File: config.mk
export PLATFORM = sky130hd
export DESIGN_NAME = uart_apb_master_flat
export DESIGN_NICKNAME = d
export VERILOG_FILES = /design/src/rtl/uart_apb_master_if.sv /design/src/rtl/uart_apb_master.sv /design/src/flat_wrapper.sv
export SDC_FILE = /design/constraint.sdc
export NUM_CORES = 1
export LEC_CHECK = 0
export ABC_AREA = 1
export ABC_CLOCK_PERIOD_IN_PS = 1750
export BUFFER_PORTS_ARGS = -buffer_cell sky130_fd_sc_hd__buf_4
export CORE_MARGIN = 4
export CORE_UTILIZATION = 45
export DETAILED_ROUTE_END_ITERATION = 10
export GPL_ROUTABILITY_DRIVEN = 0
export GPL_TIMING_DRIVEN = 0
export PLACE_DENSITY = 0.89
export SLEW_MARGIN = 15
export SYNTH_ARGS = -nofsm -noshare
export SYNTH_HDL_FRONTEND = slang
export SYNTH_SLANG_ARGS = --single-unit
File: constraint.sdc
create_clock -name i_apb_pclk -period 1.75 [get_ports i_apb_pclk]
set_clock_uncertainty 0.15 [all_clocks]
set_input_delay 0.2625 -clock i_apb_pclk [delete_from_list [all_inputs] [get_ports i_apb_pclk]]
set_output_delay 0.2625 -clock i_apb_pclk [all_outputs]
set_load 0.005 [all_outputs]
File: src/rtl/uart_apb_master_if.sv
// Command, response and APB3 signals of the uart_apb_master bridge, named from the bridge's side.
// master modport: the bridge itself. slave modport: the sequencer and APB slave around it.
// No logic here; all timing lives in uart_apb_master.
interface uart_apb_master_if #(
  parameter int APB_ADDR_WIDTH = 32,
  parameter int APB_DATA_WIDTH = 32
);
  // command stream
  logic                      i_cmd_valid;
  logic                      o_cmd_ready;
  logic                      i_cmd_write;
  logic [APB_ADDR_WIDTH-1:0] i_cmd_addr;
  logic [APB_DATA_WIDTH-1:0] i_cmd_wdata;
  // response stream
  logic                      o_rsp_valid;
  logic                      i_rsp_ready;
  logic [APB_DATA_WIDTH-1:0] o_rsp_rdata;
  logic                      o_rsp_err;
  logic                      o_rsp_timeout;
  logic                      o_busy;
  // APB3 bus
  logic [APB_ADDR_WIDTH-1:0] o_apb_paddr;
  logic [APB_DATA_WIDTH-1:0] o_apb_pwdata;
  logic                      o_apb_pwrite;
  logic                      o_apb_psel;
  logic                      o_apb_penable;
  logic [APB_DATA_WIDTH-1:0] i_apb_prdata;
  logic                      i_apb_pready;
  logic                      i_apb_pslverr;

  modport master (
    input  i_cmd_valid, i_cmd_write, i_cmd_addr, i_cmd_wdata, i_rsp_ready,
    input  i_apb_prdata, i_apb_pready, i_apb_pslverr,
    output o_cmd_ready, o_rsp_valid, o_rsp_rdata, o_rsp_err, o_rsp_timeout, o_busy,
    output o_apb_paddr, o_apb_pwdata, o_apb_pwrite, o_apb_psel, o_apb_penable
  );

  modport slave (
    output i_cmd_valid, i_cmd_write, i_cmd_addr, i_cmd_wdata, i_rsp_ready,
    output i_apb_prdata, i_apb_pready, i_apb_pslverr,
    input  o_cmd_ready, o_rsp_valid, o_rsp_rdata, o_rsp_err, o_rsp_timeout, o_busy,
    input  o_apb_paddr, o_apb_pwdata, o_apb_pwrite, o_apb_psel, o_apb_penable
  );
endinterface

File: src/rtl/uart_apb_master.sv
// Purpose: single-outstanding APB3 master turning a valid/ready command stream into SETUP/ACCESS phases.
// Latency: cmd accepted at edge N -> PSEL sampled N+1 -> PENABLE N+2 -> earliest rsp_valid N+3.
// Backpressure: cmd_ready only in IDLE; response held until rsp_ready; PREADY stretches ACCESS.
// Optional watchdog: define APB_MASTER_TIMEOUT_EN to abort ACCESS after TIMEOUT_CYCLES cycles.
module uart_apb_master #(
  parameter int APB_ADDR_WIDTH = 32,
  parameter int APB_DATA_WIDTH = 32,
  parameter int TIMEOUT_CYCLES = 256
) (
  input logic                i_apb_pclk,
  input logic                i_apb_preset,
  uart_apb_master_if.master  bus
);

  localparam int AW = APB_ADDR_WIDTH;
  localparam int DW = APB_DATA_WIDTH;

  // Reject an unusable watchdog length at elaboration.
  if (TIMEOUT_CYCLES < 2) begin : g_bad_timeout
    $error("uart_apb_master: TIMEOUT_CYCLES must be >= 2");
  end

  typedef enum logic [1:0] {
    ST_IDLE   = 2'd0,
    ST_SETUP  = 2'd1,
    ST_ACCESS = 2'd2,
    ST_RESP   = 2'd3
  } state_t;

  state_t          state_q,     state_d;
  logic            cmd_ready_q, cmd_ready_d;
  logic            busy_q,      busy_d;
  logic [AW-1:0]   paddr_q,     paddr_d;
  logic [DW-1:0]   pwdata_q,    pwdata_d;
  logic            pwrite_q,    pwrite_d;
  logic            psel_q,      psel_d;
  logic            penable_q,   penable_d;
  logic            rsp_valid_q, rsp_valid_d;
  logic [DW-1:0]   rsp_rdata_q, rsp_rdata_d;
  logic            rsp_err_q,   rsp_err_d;
`ifdef APB_MASTER_TIMEOUT_EN
  localparam int TW = (TIMEOUT_CYCLES > 2) ? $clog2(TIMEOUT_CYCLES) : 1;
  logic [TW-1:0]   timer_q,     timer_d;
  logic            rsp_tmo_q,   rsp_tmo_d;
`endif

  // Next-state and next-output computation for the whole bridge.
  always_comb begin
    state_d     = state_q;
    cmd_ready_d = cmd_ready_q;
    busy_d      = busy_q;
    paddr_d     = paddr_q;
    pwdata_d    = pwdata_q;
    pwrite_d    = pwrite_q;
    psel_d      = psel_q;
    penable_d   = penable_q;
    rsp_valid_d = rsp_valid_q;
    rsp_rdata_d = rsp_rdata_q;
    rsp_err_d   = rsp_err_q;
`ifdef APB_MASTER_TIMEOUT_EN
    timer_d     = timer_q;
    rsp_tmo_d   = rsp_tmo_q;
`endif
    unique case (state_q)
      ST_IDLE: begin
        if (bus.i_cmd_valid && cmd_ready_q) begin
          paddr_d     = bus.i_cmd_addr;
          pwrite_d    = bus.i_cmd_write;
          // Reads drive zero on PWDATA so stale write data never leaks onto the bus.
          pwdata_d    = bus.i_cmd_write ? bus.i_cmd_wdata : '0;
          psel_d      = 1'b1;
          penable_d   = 1'b0;
          cmd_ready_d = 1'b0;
          busy_d      = 1'b1;
          state_d     = ST_SETUP;
        end
      end
      ST_SETUP: begin
        penable_d = 1'b1;
        state_d   = ST_ACCESS;
`ifdef APB_MASTER_TIMEOUT_EN
        timer_d   = '0;
`endif
      end
      ST_ACCESS: begin
        // A PREADY on the final watchdog cycle still counts as a normal completion.
        if (bus.i_apb_pready) begin
          rsp_rdata_d = pwrite_q ? '0 : bus.i_apb_prdata;
          rsp_err_d   = bus.i_apb_pslverr;
          psel_d      = 1'b0;
          penable_d   = 1'b0;
          rsp_valid_d = 1'b1;
          state_d     = ST_RESP;
`ifdef APB_MASTER_TIMEOUT_EN
          rsp_tmo_d   = 1'b0;
        end else if (timer_q == TW'(TIMEOUT_CYCLES - 1)) begin
          rsp_rdata_d = '0;
          rsp_err_d   = 1'b1;
          rsp_tmo_d   = 1'b1;
          psel_d      = 1'b0;
          penable_d   = 1'b0;
          rsp_valid_d = 1'b1;
          state_d     = ST_RESP;
        end else begin
          timer_d     = timer_q + TW'(1);
`endif
        end
      end
      ST_RESP: begin
        if (bus.i_rsp_ready) begin
          rsp_valid_d = 1'b0;
          cmd_ready_d = 1'b1;
          busy_d      = 1'b0;
          state_d     = ST_IDLE;
        end
      end
      default: begin
        state_d = ST_IDLE;
      end
    endcase
  end

  // State register; reset drops any transfer in flight without a response.
  always_ff @(posedge i_apb_pclk) begin
    if (i_apb_preset) begin
      state_q     <= ST_IDLE;
      cmd_ready_q <= 1'b1;
      busy_q      <= 1'b0;
      paddr_q     <= '0;
      pwdata_q    <= '0;
      pwrite_q    <= 1'b0;
      psel_q      <= 1'b0;
      penable_q   <= 1'b0;
      rsp_valid_q <= 1'b0;
      rsp_rdata_q <= '0;
      rsp_err_q   <= 1'b0;
`ifdef APB_MASTER_TIMEOUT_EN
      timer_q     <= '0;
      rsp_tmo_q   <= 1'b0;
`endif
    end else begin
      state_q     <= state_d;
      cmd_ready_q <= cmd_ready_d;
      busy_q      <= busy_d;
      paddr_q     <= paddr_d;
      pwdata_q    <= pwdata_d;
      pwrite_q    <= pwrite_d;
      psel_q      <= psel_d;
      penable_q   <= penable_d;
      rsp_valid_q <= rsp_valid_d;
      rsp_rdata_q <= rsp_rdata_d;
      rsp_err_q   <= rsp_err_d;
`ifdef APB_MASTER_TIMEOUT_EN
      timer_q     <= timer_d;
      rsp_tmo_q   <= rsp_tmo_d;
`endif
    end
  end

  assign bus.o_cmd_ready   = cmd_ready_q;
  assign bus.o_busy        = busy_q;
  assign bus.o_apb_paddr   = paddr_q;
  assign bus.o_apb_pwdata  = pwdata_q;
  assign bus.o_apb_pwrite  = pwrite_q;
  assign bus.o_apb_psel    = psel_q;
  assign bus.o_apb_penable = penable_q;
  assign bus.o_rsp_valid   = rsp_valid_q;
  assign bus.o_rsp_rdata   = rsp_rdata_q;
  assign bus.o_rsp_err     = rsp_err_q;
`ifdef APB_MASTER_TIMEOUT_EN
  assign bus.o_rsp_timeout = rsp_tmo_q;
`else
  assign bus.o_rsp_timeout = 1'b0;
`endif

endmodule
File: src/flat_wrapper.sv
// flat-port wrapper written by rule: the top's interface ports become plain ports
module uart_apb_master_flat 
#(
  parameter int APB_ADDR_WIDTH = 32,
  parameter int APB_DATA_WIDTH = 32,
  parameter int TIMEOUT_CYCLES = 256
)
  (i_apb_pclk, i_apb_preset, bus_i_cmd_valid, bus_i_cmd_write, bus_i_cmd_addr, bus_i_cmd_wdata, bus_i_rsp_ready, bus_i_apb_prdata, bus_i_apb_pready, bus_i_apb_pslverr, bus_o_cmd_ready, bus_o_rsp_valid, bus_o_rsp_rdata, bus_o_rsp_err, bus_o_rsp_timeout, bus_o_busy, bus_o_apb_paddr, bus_o_apb_pwdata, bus_o_apb_pwrite, bus_o_apb_psel, bus_o_apb_penable);
  uart_apb_master_if #(.APB_ADDR_WIDTH(APB_ADDR_WIDTH), .APB_DATA_WIDTH(APB_DATA_WIDTH)) bus_i ();
  input logic i_apb_pclk;
  input logic i_apb_preset;
  input wire logic [$bits(bus_i.i_cmd_valid)-1:0] bus_i_cmd_valid;
  input wire logic [$bits(bus_i.i_cmd_write)-1:0] bus_i_cmd_write;
  input wire logic [$bits(bus_i.i_cmd_addr)-1:0] bus_i_cmd_addr;
  input wire logic [$bits(bus_i.i_cmd_wdata)-1:0] bus_i_cmd_wdata;
  input wire logic [$bits(bus_i.i_rsp_ready)-1:0] bus_i_rsp_ready;
  input wire logic [$bits(bus_i.i_apb_prdata)-1:0] bus_i_apb_prdata;
  input wire logic [$bits(bus_i.i_apb_pready)-1:0] bus_i_apb_pready;
  input wire logic [$bits(bus_i.i_apb_pslverr)-1:0] bus_i_apb_pslverr;
  output wire logic [$bits(bus_i.o_cmd_ready)-1:0] bus_o_cmd_ready;
  output wire logic [$bits(bus_i.o_rsp_valid)-1:0] bus_o_rsp_valid;
  output wire logic [$bits(bus_i.o_rsp_rdata)-1:0] bus_o_rsp_rdata;
  output wire logic [$bits(bus_i.o_rsp_err)-1:0] bus_o_rsp_err;
  output wire logic [$bits(bus_i.o_rsp_timeout)-1:0] bus_o_rsp_timeout;
  output wire logic [$bits(bus_i.o_busy)-1:0] bus_o_busy;
  output wire logic [$bits(bus_i.o_apb_paddr)-1:0] bus_o_apb_paddr;
  output wire logic [$bits(bus_i.o_apb_pwdata)-1:0] bus_o_apb_pwdata;
  output wire logic [$bits(bus_i.o_apb_pwrite)-1:0] bus_o_apb_pwrite;
  output wire logic [$bits(bus_i.o_apb_psel)-1:0] bus_o_apb_psel;
  output wire logic [$bits(bus_i.o_apb_penable)-1:0] bus_o_apb_penable;
  assign bus_i.i_cmd_valid = bus_i_cmd_valid;
  assign bus_i.i_cmd_write = bus_i_cmd_write;
  assign bus_i.i_cmd_addr = bus_i_cmd_addr;
  assign bus_i.i_cmd_wdata = bus_i_cmd_wdata;
  assign bus_i.i_rsp_ready = bus_i_rsp_ready;
  assign bus_i.i_apb_prdata = bus_i_apb_prdata;
  assign bus_i.i_apb_pready = bus_i_apb_pready;
  assign bus_i.i_apb_pslverr = bus_i_apb_pslverr;
  assign bus_o_cmd_ready = bus_i.o_cmd_ready;
  assign bus_o_rsp_valid = bus_i.o_rsp_valid;
  assign bus_o_rsp_rdata = bus_i.o_rsp_rdata;
  assign bus_o_rsp_err = bus_i.o_rsp_err;
  assign bus_o_rsp_timeout = bus_i.o_rsp_timeout;
  assign bus_o_busy = bus_i.o_busy;
  assign bus_o_apb_paddr = bus_i.o_apb_paddr;
  assign bus_o_apb_pwdata = bus_i.o_apb_pwdata;
  assign bus_o_apb_pwrite = bus_i.o_apb_pwrite;
  assign bus_o_apb_psel = bus_i.o_apb_psel;
  assign bus_o_apb_penable = bus_i.o_apb_penable;
  uart_apb_master #(.APB_ADDR_WIDTH(APB_ADDR_WIDTH), .APB_DATA_WIDTH(APB_DATA_WIDTH), .TIMEOUT_CYCLES(TIMEOUT_CYCLES)) u_core (.i_apb_pclk(i_apb_pclk), .i_apb_preset(i_apb_preset), .bus(bus_i));
endmodule
==> results of run 1 <==
## cells by family (layout without fill, tap and decap cells)
group	count (synthesis)	in the layout	synth area share [%]
compound gates	102	102	12.9
fa+ha+maj	7	7	2.19
buf+inv	55	330	7.57
flops	105	105	52.6
other cells	1	2	0.0938
simple gates	233	233	24.7
## worst paths after layout
check | start | end | slack [ns] | cells past startpoint
worst max-delay path | u_core.state_q[1] | u_core.bus.o_apb_pwdata[2] | 0.04 | 7
worst min register to register | u_core.bus.o_rsp_rdata[22] | u_core.bus.o_rsp_rdata[22] | 0.32 | 2
worst min-delay path | bus_i_cmd_addr[14] | u_core.bus.o_apb_paddr[14] | 0.004 | 3
worst max register to register | u_core.state_q[1] | u_core.bus.o_apb_pwdata[2] | 0.04 | 7
## final cells by class
| cell class | count | share of cell area (%) |
|---|---|---|
| inverter | 21 | 1.21 |
| buffer | 34 | 3.58 |
| sequential | 105 | 32.3 |
| clock buffer | 9 | 1.90 |
| timing repair buffer | 261 | 32.3 |
| antenna | 1 | 0.0384 |
| clock inverter | 5 | 1.63 |
| tap | 108 | 2.08 |
| multi-input combinational | 343 | 25.0 |
## through the flow
stage                     instance area, um2  instances
after global placement                  5660        815
after CTS                               6380        877
after floorplan                         4000        503
final                                   6510        887
after global routing                    6510        886
after detailed placement                5660        815
## state kept, by name, summed over array words and instances (netlist names)
| name | flops |
|---|---|
| u_core.bus.o_apb_penable | 1 |
| u_core.bus.o_rsp_valid | 1 |
| u_core.bus.o_busy | 1 |
| u_core.bus.o_apb_psel | 1 |
| u_core.bus.o_apb_paddr | 32 |
| u_core.bus.o_apb_pwdata | 32 |
| u_core.bus.o_apb_pwrite | 1 |
| u_core.bus.o_rsp_err | 1 |
| u_core.bus.o_rsp_rdata | 32 |
| u_core.bus.o_cmd_ready | 1 |
| u_core.state_q | 2 |
## metal layers
metal | track usage (%) | routed length, um | vias up
met3 | 8.81 | 1700 | 56
li1 | - | - | 2164
met2 | 48.2 | 7710 | 313
met4 | 10.8 | 527 | 0
met5 | 0 | 0 | -
met1 | 29.3 | 5340 | 2201
## report_power, final
group | internal (mW) | switching [mW] | total [mW] | leakage, nW
logic | 1.25 | 1.37 | 2.62 | 1.94
registers | 2.78 | 0.263 | 3.04 | 0.855
clock network | 0.938 | 0.836 | 1.77 | 0.111
## critical path, stage by stage, from the launching register on
cell,delay [ns]
sky130_fd_sc_hd__dfxtp_2,0.36
sky130_fd_sc_hd__inv_1,0.16
sky130_fd_sc_hd__ha_4,0.19
sky130_fd_sc_hd__nand3_4,0.13
sky130_fd_sc_hd__nor2_8,0.20
sky130_fd_sc_hd__buf_6,0.17
sky130_fd_sc_hd__nand2_1,0.09
sky130_fd_sc_hd__a21oi_1,0.19
## what timing repair did
| item | CTS | global route |
|---|---|---|
| gates resized for setup | 4 | 10 |
| buffers inserted | 0 | 1 |
| hold endpoints to repair | 48 | 8 |
| setup endpoints to repair | 37 | 90 |
| hold buffers | 48 | 8 |
| pin swaps | 0 | 1 |
## placed cells by master (no fill, tap or decap)
cell | synthesis | routed
sky130_fd_sc_hd__buf_4 | 7 | 213
sky130_fd_sc_hd__nand2_1 | 170 | 169
sky130_fd_sc_hd__dfxtp_1 | 105 | 103
sky130_fd_sc_hd__a21oi_1 | 98 | 94
sky130_fd_sc_hd__dlygate4sd3_1 | 0 | 56
sky130_fd_sc_hd__nand3_1 | 37 | 37
sky130_fd_sc_hd__inv_1 | 18 | 17
sky130_fd_sc_hd__nand2_2 | 9 | 10
sky130_fd_sc_hd__nor2_1 | 10 | 10
sky130_fd_sc_hd__buf_2 | 11 | 9
sky130_fd_sc_hd__clkbuf_8 | 0 | 9
sky130_fd_sc_hd__clkbuf_1 | 7 | 7
sky130_fd_sc_hd__buf_6 | 6 | 7
sky130_fd_sc_hd__nand4_1 | 5 | 5
sky130_fd_sc_hd__a21oi_2 | 1 | 5
sky130_fd_sc_hd__ha_1 | 7 | 5
sky130_fd_sc_hd__inv_2 | 2 | 3
sky130_fd_sc_hd__bufinv_16 | 0 | 3
sky130_fd_sc_hd__o21ai_0 | 2 | 2
sky130_fd_sc_hd__buf_1 | 2 | 2
sky130_fd_sc_hd__dfxtp_2 | 0 | 2
sky130_fd_sc_hd__diode_2 | 0 | 1
sky130_fd_sc_hd__clkinv_1 | 1 | 1
sky130_fd_sc_hd__nand3_4 | 1 | 1
sky130_fd_sc_hd__nor2_8 | 1 | 1
sky130_fd_sc_hd__buf_8 | 1 | 1
sky130_fd_sc_hd__a31oi_1 | 1 | 1
sky130_fd_sc_hd__ha_4 | 0 | 1
sky130_fd_sc_hd__ha_2 | 0 | 1
sky130_fd_sc_hd__conb_1 | 1 | 1
sky130_fd_sc_hd__clkinv_4 | 0 | 1
sky130_fd_sc_hd__clkinvlp_4 | 0 | 1
==> key figures, run 1 <==
Timing
  – Worst Hold Margin: 0.00354 ns
  – Number of endpoints with negative hold slack in the final report: 0
  – Setup Viol. Count Final: 0
  – Crit path time final: 1.71 ns
  – Worst setup slack after layout: 0.0421 ns
  – Setup tns final: 0 ns
  – Max_slew headroom: 62.5%
  – Highest Clock Rate: 586 MHz
  – Pins Over Slew Limit: 0
  – Slew at the pin with the worst max-slew slack: 0.562 ns
  – Final cycle utilization of the critical path: 97.6%

Logic synthesis
  – List of most frequent post-synthesis cells: sky130_fd_sc_hd__nand2_1 (170), sky130_fd_sc_hd__dfxtp_1 (105), sky130_fd_sc_hd__a21oi_1 (98)
  – Seq cells post-synth: 105
  – Gate count after technology mapping: 503
  – Netlist area before placement: 4000 um2
  – Yosys top cell by area: sky130_fd_sc_hd__dfxtp_1
  – Most used flip-flop cell after synthesis: sky130_fd_sc_hd__dfxtp_1
  – Post-synth EDFFs: 0
  – Share of the synthesized area in the top cell type: 52.6%
  – Total nets after synthesis: 613
  – Average footprint of a synthesized cell: 7.95 um2
  – Sequential cell area fraction in the yosys report: 52.6%
  – Most instantiated library cell after synthesis: sky130_fd_sc_hd__nand2_1
  – Count of synthesis-stage warnings from yosys: 0
  – Number of different library cells in the post-synthesis netlist: 23
  – Fraction of registers with async set or reset after synthesis: 0%
  – Largest cells by area after synthesis: sky130_fd_sc_hd__dfxtp_1 (53%), sky130_fd_sc_hd__nand2_1 (16%), sky130_fd_sc_hd__a21oi_1 (12%)

Drt
  – First-pass DRT Iterations: 5
  – Vias: 4734
  – Vias per Instance: 5.34
  – Post-route antenna net violation count: 0
  – Post-DR wirelength/cell: 17.2 um
  – Drc violations: 0
  – Total wirelength of the detailed-routed design: 15300 um
  – DRC violation total after the first TritonRoute iteration: 296

Global routing
  – Antenna violations before repair: 0
  – Largest net degree at the start of global routing: 17
  – Via count of the first global-routing pass: 4528
  – Global-route wire length before repair: 22100 um
  – Total global routing overflow: 0
  – Total GRT Usage: 26.9%

Power and ir drop
  – Post-layout power: 7.43 mW
  – Power density cells: 1140 nW/um2
  – Largest voltage drop on the vdd net: 0.000679 V
  – Leakage dissipation: 2.90 nW

Worst setup path
  – Critical path launch point type: flop
  – Start-to-end type of the worst setup path: reg -> reg
  – Arrival time of data at the critical path endpoint: 1.84 ns
  – Endpoint required time on the critical path: 1.89 ns
  – Endpoint class of the critical path: flop
  – Biggest fanout along the worst timing path: 10

Clocking
  – Clock Sinks: 105
  – Maximum level of the CTS H-tree: 3
  – Clock latency on the worst-skew pair: 0.36 ns
  – TritonCTS clock tree: built
  – Bufs on Longest Clock Path: 2
  – Clock-pin transition on the worst setup and hold timing paths: 0.11 ns
  – Cts bufs inserted: 9
  – Cell at the root of the clock tree: sky130_fd_sc_hd__clkbuf_8

Finish
  – Total area of sequential cells: 2100 um2
  – Share of final-layout standard cells stronger than drive strength 1: 34.4%
  – Growth of design area from synthesis to finish: 62.8%
  – Final core area utilization: 75.0%
  – Total of fill cells in the finished design: 555
  – Net count of the finished layout: 885
  – Footprint of the multi-input gates: 1630 um2

Floorplan
  – Core area: 8680 um2
  – Starting Density: 46.1%
  – Io pins: 207
  – Height of the die: 102 um
  – X dimension of the die: 102 um
  – Std-Cell Rows: 34
  – Total Die Area: 10500 um2

Place
  – Number of buffers added on ports: 204
  – HPWL Detailed: 9420 um
  – Placement Setup Slack: -0.0601 ns

Run
  – Max cap viols: 0

Hold path
  – Worst hold-check path type: in -> reg

Run status
  – Status: finished, final reports clean
Power figures use the tool's default switching activity.
==> inputs of run 2 (changes only) <==
--- a/config.mk
+++ b/config.mk
@@ -9,11 +9,12 @@
 export ABC_CLOCK_PERIOD_IN_PS = 1750
 export BUFFER_PORTS_ARGS = -buffer_cell sky130_fd_sc_hd__buf_4
 export CORE_MARGIN = 4
-export CORE_UTILIZATION = 45
+export CORE_UTILIZATION = 47
+export CTS_BUF_LIST = sky130_fd_sc_hd__clkbuf_4
 export DETAILED_ROUTE_END_ITERATION = 10
 export GPL_ROUTABILITY_DRIVEN = 0
 export GPL_TIMING_DRIVEN = 0
-export PLACE_DENSITY = 0.89
+export PLACE_DENSITY = 0.92
 export SLEW_MARGIN = 15
 export SYNTH_ARGS = -nofsm -noshare
 export SYNTH_HDL_FRONTEND = slang
==> run 2 against run 1 <==
Against the previous run: maximum frequency decreased by 1.4%; sequential share of layout area decreased by 2.1 points; worst setup slack got worse by 0.024 ns; first-iteration DRC count increased by 11%; critical endpoint is now u_core.bus.o_apb_pwdata[1]; core utilization increased by 9.4 points.
==> key figures, run 2 (synthesis gave the netlist of run 1 again) <==
Place
  – Placement Setup Slack: -0.0851 ns
  – Post-place instance area: 5660 um2
  – HPWL Detailed: 9640 um
  – Number of buffers added on ports: 204

Timing
  – Highest Clock Rate: 577 MHz
  – Final cycle utilization of the critical path: 99.0%
  – Slew at the pin with the worst max-slew slack: 0.642 ns
  – Setup Viol. Count Final: 0
  – Worst Hold Margin: 0.159 ns
  – Max_slew headroom: 57.2%
  – Crit path time final: 1.73 ns
  – Worst setup slack after layout: 0.0176 ns
  – Number of endpoints with negative hold slack in the final report: 0
  – Pins Over Slew Limit: 0
  – Unrepaired setup endpoints after global routing: true

Floorplan
  – X dimension of the die: 100 um
  – Io pins: 207
  – Core area: 8260 um2
  – Std-Cell Rows: 33
  – Height of the die: 100 um
  – Total Die Area: 10000 um2
  – Starting Density: 48.4%

Drt
  – Vias: 5089
  – DRC violation total after the first TritonRoute iteration: 329
  – Total wirelength of the detailed-routed design: 17700 um
  – Drc violations: 0
  – Met2 wirelength from detailed routing: 8730 um
  – First-pass DRT Iterations: 6
  – Vias per Instance: 5.43
  – Top Metal Used: met4
  – Post-route antenna net violation count: 0
  – Metal1 wirelength: 5970 um
  – Length of routed met3 wiring: 1980 um
  – Post-DR wirelength/cell: 18.8 um

Global routing
  – Via count of the first global-routing pass: 5257
  – Largest net degree at the start of global routing: 17
  – Global-route wire length before repair: 26000 um
  – Total GRT Usage: 32.7%
  – Antenna violations before repair: 0
  – Total global routing overflow: 0

Power and ir drop
  – Power density cells: 1020 nW/um2
  – Largest voltage drop on the vdd net: 0.000597 V
  – Leakage dissipation: 3.10 nW

Finish
  – Net count of the finished layout: 938
  – Count of antenna diodes in the layout: 0
  – Growth of design area from synthesis to finish: 74.3%
  – Most common library cell in the layout ignoring fill and taps: sky130_fd_sc_hd__buf_4
  – Total of fill cells in the finished design: 421
  – Share of final-layout standard cells stronger than drive strength 1: 34.7%
  – Final cell area excluding filler cells: 6970 um2
  – Highest-count cells in the layout ignoring fill and taps: sky130_fd_sc_hd__buf_4 (218), sky130_fd_sc_hd__nand2_1 (167), sky130_fd_sc_hd__dfxtp_1 (103)

Clocking
  – Maximum level of the CTS H-tree: 3
  – Clock-pin transition on the worst setup and hold timing paths: 0.17 ns
  – Bufs on Longest Clock Path: 2
  – Clock Sinks: 105
  – TritonCTS clock tree: built
  – Cts bufs inserted: 9
  – Cell at the root of the clock tree: sky130_fd_sc_hd__clkbuf_4
  – Clock latency on the worst-skew pair: 0.45 ns

Worst setup path
  – Arrival time of data at the critical path endpoint: 1.97 ns
  – Critical path launch point type: flop
  – Endpoint class of the critical path: flop
  – Crit path largest cell delay: 0.42 ns
  – Worst Setup SP: u_core.state_q[1]
  – Critical-path cell list: clkinvlp_4 > ha_4 > nand3_4 > buf_8 > buf_6 > nand2_1 > a21oi_1
  – Largest delay contributor family on the critical path: buffers and inverters
  – Critical Path Stages: 7
  – Biggest fanout along the worst timing path: 10
  – Buffers & Inverters on Critical Path: 3
  – Start of the worst register-to-register path: u_core.state_q[1]
  – Worst r2r path cells: 7
  – Start-to-end type of the worst setup path: reg -> reg
  – Endpoint required time on the critical path: 1.98 ns
  – Critical Path Slowest Stage Cell: sky130_fd_sc_hd__dfxtp_4

Hold path
  – Hold path start: bus_i_cmd_valid
  – Hold Path Depth: 5
  – Worst hold-check path type: in -> reg

Run status
  – Status: finished, final reports clean

Run
  – Max cap viols: 0
run 2: metrics by stage:
| stage | power, mW | setup TNS, ns | util, % | cells |
|---|---|---|---|---|
| after floorplan | 4.29 | 0 | - | 503 |
| after global placement | 5.29 | 0 | 68.5 | 812 |
| after detailed placement | 5.38 | -0.608 | 68.5 | 812 |
| after CTS | 6.66 | 0 | 82.1 | 926 |
| after global routing | 7.49 | -0.325 | 84.4 | 937 |
| final | 7.13 | 0 | 84.4 | 937 |
run 2: worst reg2reg max path, stage by stage, from the launching register on:
cell	delay, ns
sky130_fd_sc_hd__dfxtp_4	0.42
sky130_fd_sc_hd__clkinvlp_4	0.14
sky130_fd_sc_hd__ha_4	0.20
sky130_fd_sc_hd__nand3_4	0.15
sky130_fd_sc_hd__buf_8	0.16
sky130_fd_sc_hd__buf_6	0.14
sky130_fd_sc_hd__nand2_1	0.10
sky130_fd_sc_hd__a21oi_1	0.22
run 2: report_power, final:
part           leakage [nW]  internal [mW]  switching, mW
clock                0.0633          0.324          0.818
combinational          2.18           1.44           1.48
sequential            0.855           2.78          0.294
total                  3.10           4.54           2.59
run 2: path summary, 6_finish.rpt:
kind                           endpoint  slack [ns]
max reg2reg  u_core.bus.o_apb_pwdata[1]        0.02
min reg2reg  u_core.bus.o_apb_paddr[31]        0.33
max          u_core.bus.o_apb_pwdata[1]        0.02
min          u_core.bus.o_apb_paddr[27]        0.16
run 2: repair_timing:
item / 4_1_cts / 5_1_grt
gates cloned: 0 / 1
hold buffers: 99 / 0
resized for setup: 6 / 25
pin swaps: 0 / 4
setup endpoints to repair: 70 / 92
buffers inserted: 0 / 10
hold endpoints to repair: 99 / 0
run 2: layout make-up:
class | instances | area (um2) | share of cell area [%]
clock inverter | 4 | 30.0 | 0.431
clock buffer | 11 | 82.6 | 1.19
multi-input combinational | 343 | 1660 | 23.8
timing repair buffer | 314 | 2620 | 37.6
sequential | 105 | 2110 | 30.2
inverter | 21 | 85.1 | 1.22
tap | 105 | 131 | 1.89
buffer | 34 | 251 | 3.61
run 2: routing by layer:
layer  up-vias  track usage [%]
li1       2270                -
met1      2345             34.2
met2       378             57.4
met3        96             10.4
met4         0             18.7
met5         -                0
==> inputs of run 3 (changes only) <==
--- a/config.mk
+++ b/config.mk
@@ -7,7 +7,8 @@
 export LEC_CHECK = 0
 export ABC_AREA = 1
 export ABC_CLOCK_PERIOD_IN_PS = 1750
-export BUFFER_PORTS_ARGS = -buffer_cell sky130_fd_sc_hd__buf_4
+export BUFFER_PORTS_ARGS = -buffer_cell sky130_fd_sc_hd__buf_2
+export CAP_MARGIN = 20
 export CORE_MARGIN = 4
 export CORE_UTILIZATION = 47
 export CTS_BUF_LIST = sky130_fd_sc_hd__clkbuf_4
==> run 3 against run 2 <==
Against the previous run: register-to-register slack better by 0.03 ns; combinational power shrank 16%; design area is 9.3% lower; final cell count decreased by 0.75%; non-clock buffer count down 10; sequential power is 2% lower; critical path depth did not move; core utilization down 7.9 points; worst setup slack gained 0.032 ns.
==> key figures, run 3 (synthesis gave the netlist of run 1 again) <==
Timing
  – Crit path time final: 1.70 ns
  – Highest Clock Rate: 588 MHz
  – Setup Viol. Count Final: 0
  – Max_slew headroom: 63.8%
  – Pins Over Slew Limit: 0
  – Number of endpoints with negative hold slack in the final report: 0
  – Slew at the pin with the worst max-slew slack: 0.543 ns
  – Unrepaired setup endpoints after global routing: true
  – Final cycle utilization of the critical path: 97.2%

Clocking
  – TritonCTS clock tree: built
  – Clock Sinks: 105
  – Maximum level of the CTS H-tree: 3
  – Cts bufs inserted: 9
  – Cell at the root of the clock tree: sky130_fd_sc_hd__clkbuf_4
  – Clock-pin transition on the worst setup and hold timing paths: 0.16 ns
  – Clock latency on the worst-skew pair: 0.44 ns
  – Bufs on Longest Clock Path: 2

Drt
  – First-pass DRT Iterations: 5
  – Post-DR wirelength/cell: 16.9 um
  – Post-route antenna net violation count: 0
  – Total wirelength of the detailed-routed design: 15700 um
  – DRC violation total after the first TritonRoute iteration: 168
  – Drc violations: 0
  – Vias: 4920
  – Vias per Instance: 5.29

Finish
  – Total of fill cells in the finished design: 530
  – Footprint of the multi-input gates: 1620 um2
  – Final cell area excluding filler cells: 6320 um2
  – Total area of sequential cells: 2110 um2
  – Share of final-layout standard cells stronger than drive strength 1: 32.3%
  – Net count of the finished layout: 928
  – Highest-count cells in the layout ignoring fill and taps: sky130_fd_sc_hd__buf_2 (213), sky130_fd_sc_hd__nand2_1 (169), sky130_fd_sc_hd__dfxtp_1 (103)
  – Most common library cell in the layout ignoring fill and taps: sky130_fd_sc_hd__buf_2
  – Growth of design area from synthesis to finish: 58.0%
  – Non-filler cells, final: 930

Run status
  – Status: finished, final reports clean

Global routing
  – Largest net degree at the start of global routing: 18
  – Global-route wire length before repair: 24600 um
  – Total GRT Usage: 30.6%
  – Total global routing overflow: 0
  – Via count of the first global-routing pass: 5168
  – Antenna violations before repair: 1

Hold path
  – Hold path start: bus_i_cmd_valid
  – Worst hold-check path type: in -> reg

Place
  – Post-place instance area: 5150 um2
  – Number of cells after detailed placement: 812
  – HPWL Detailed: 9140 um
  – Number of buffers added on ports: 204

Worst setup path
  – Critical Path Slowest Stage Cell: sky130_fd_sc_hd__dfxtp_2
  – Endpoint required time on the critical path: 1.95 ns
  – Critical-path cell list: inv_2 > ha_4 > nand3_4 > buf_8 > buf_4 > nand2_1 > a21oi_1
  – Biggest fanout along the worst timing path: 10
  – Start of the worst register-to-register path: u_core.state_q[0]
  – Worst Setup SP: u_core.state_q[0]
  – Start-to-end type of the worst setup path: reg -> reg
  – Endpoint class of the critical path: flop
  – Arrival time of data at the critical path endpoint: 1.90 ns
  – Critical path launch point type: flop
  – Crit path largest cell delay: 0.40 ns

Floorplan
  – Std-Cell Rows: 33
  – Core area: 8260 um2
  – Height of the die: 100 um
  – Starting Density: 48.4%
  – X dimension of the die: 100 um
  – Io pins: 207
  – Total Die Area: 10000 um2

Power and ir drop
  – Largest voltage drop on the vdd net: 0.000541 V
  – Leakage dissipation: 2.95 nW
  – Power density cells: 1040 nW/um2

Run
  – Max cap viols: 0
-- run 3: cell count changes in the layout (fill, tap and decap cells not counted), sizes merged --
cell and change:
buf -9, clkbuf -3, clkinv +3, diode +2, clkinvlp -1, inv +1
-- run 3: stage by stage --
step                      setup TNS [ns]  util [%]  setup slack, ns  power (mW)  hold WS [ns]
final                                  0      76.5           0.0496        6.54         0.164
after global routing                   0      76.5          0.00467        6.92         0.165
after CTS                              0      75.9           0.0199        6.37        0.0966
after detailed placement          -0.263      62.4          -0.0397        5.11         0.303
after global placement                 0      62.4           0.0378        5.01         0.298
after floorplan                        0         -            0.201        4.29         0.249
-- run 3: layout make-up --
class,count,share of cell area (%)
repair buffers,304,32.0
flip-flops and latches,105,33.4
inverters,21,1.33
well taps,105,2.08
multi-input cells,343,25.6
diodes,2,0.0792
clock inverters,7,0.733
plain buffers,34,3.74
clock buffers,9,1.07
-- run 3: what timing repair did --
action / CTS / global route
hold buffers: 99 / 0
endpoints found under the hold margin: 99 / 0
gates resized for setup: 6 / 11
pin swaps: 0 / 1
buffers inserted: 0 / 1
gates cloned: 0 / 0
setup endpoints to repair: 62 / 83
-- run 3: per-layer routing --
metal	vias to the layer above	GRT usage, %	part of all wire (%)
met5	-	0	0
met4	0	17.8	5.4
met3	78	7.92	9.7
met2	336	55.0	50
met1	2250	31.8	35
li1	2256	-	-
-- run 3: path summary, 6_finish.rpt --
path | to | cells after the start | slack [ns]
worst min-delay path | u_core.bus.o_apb_paddr[27] | 5 | 0.16
worst min register to register | u_core.bus.o_apb_paddr[20] | 2 | 0.32
worst max register to register | u_core.bus.o_apb_paddr[9] | 7 | 0.05
worst max-delay path | u_core.bus.o_apb_paddr[9] | 7 | 0.05
-- run 3: power breakdown --
part	switching, mW	internal, mW	total [mW]	leakage, nW
combinational	1.36	1.08	2.43	2.04
sequential	0.249	2.78	3.03	0.855
clock	0.783	0.292	1.07	0.0614
total	2.39	4.15	6.54	2.95
-- run 3: worst max-delay path, delay by kind of cell (launching register included) --
family,cells,cell delay [ns]
and+or+nand+nor,2,0.23
buffers and inverters,3,0.43
DFF,1,0.40
adders and majority gates,1,0.18
AOI/OAI and AO/OA,1,0.21
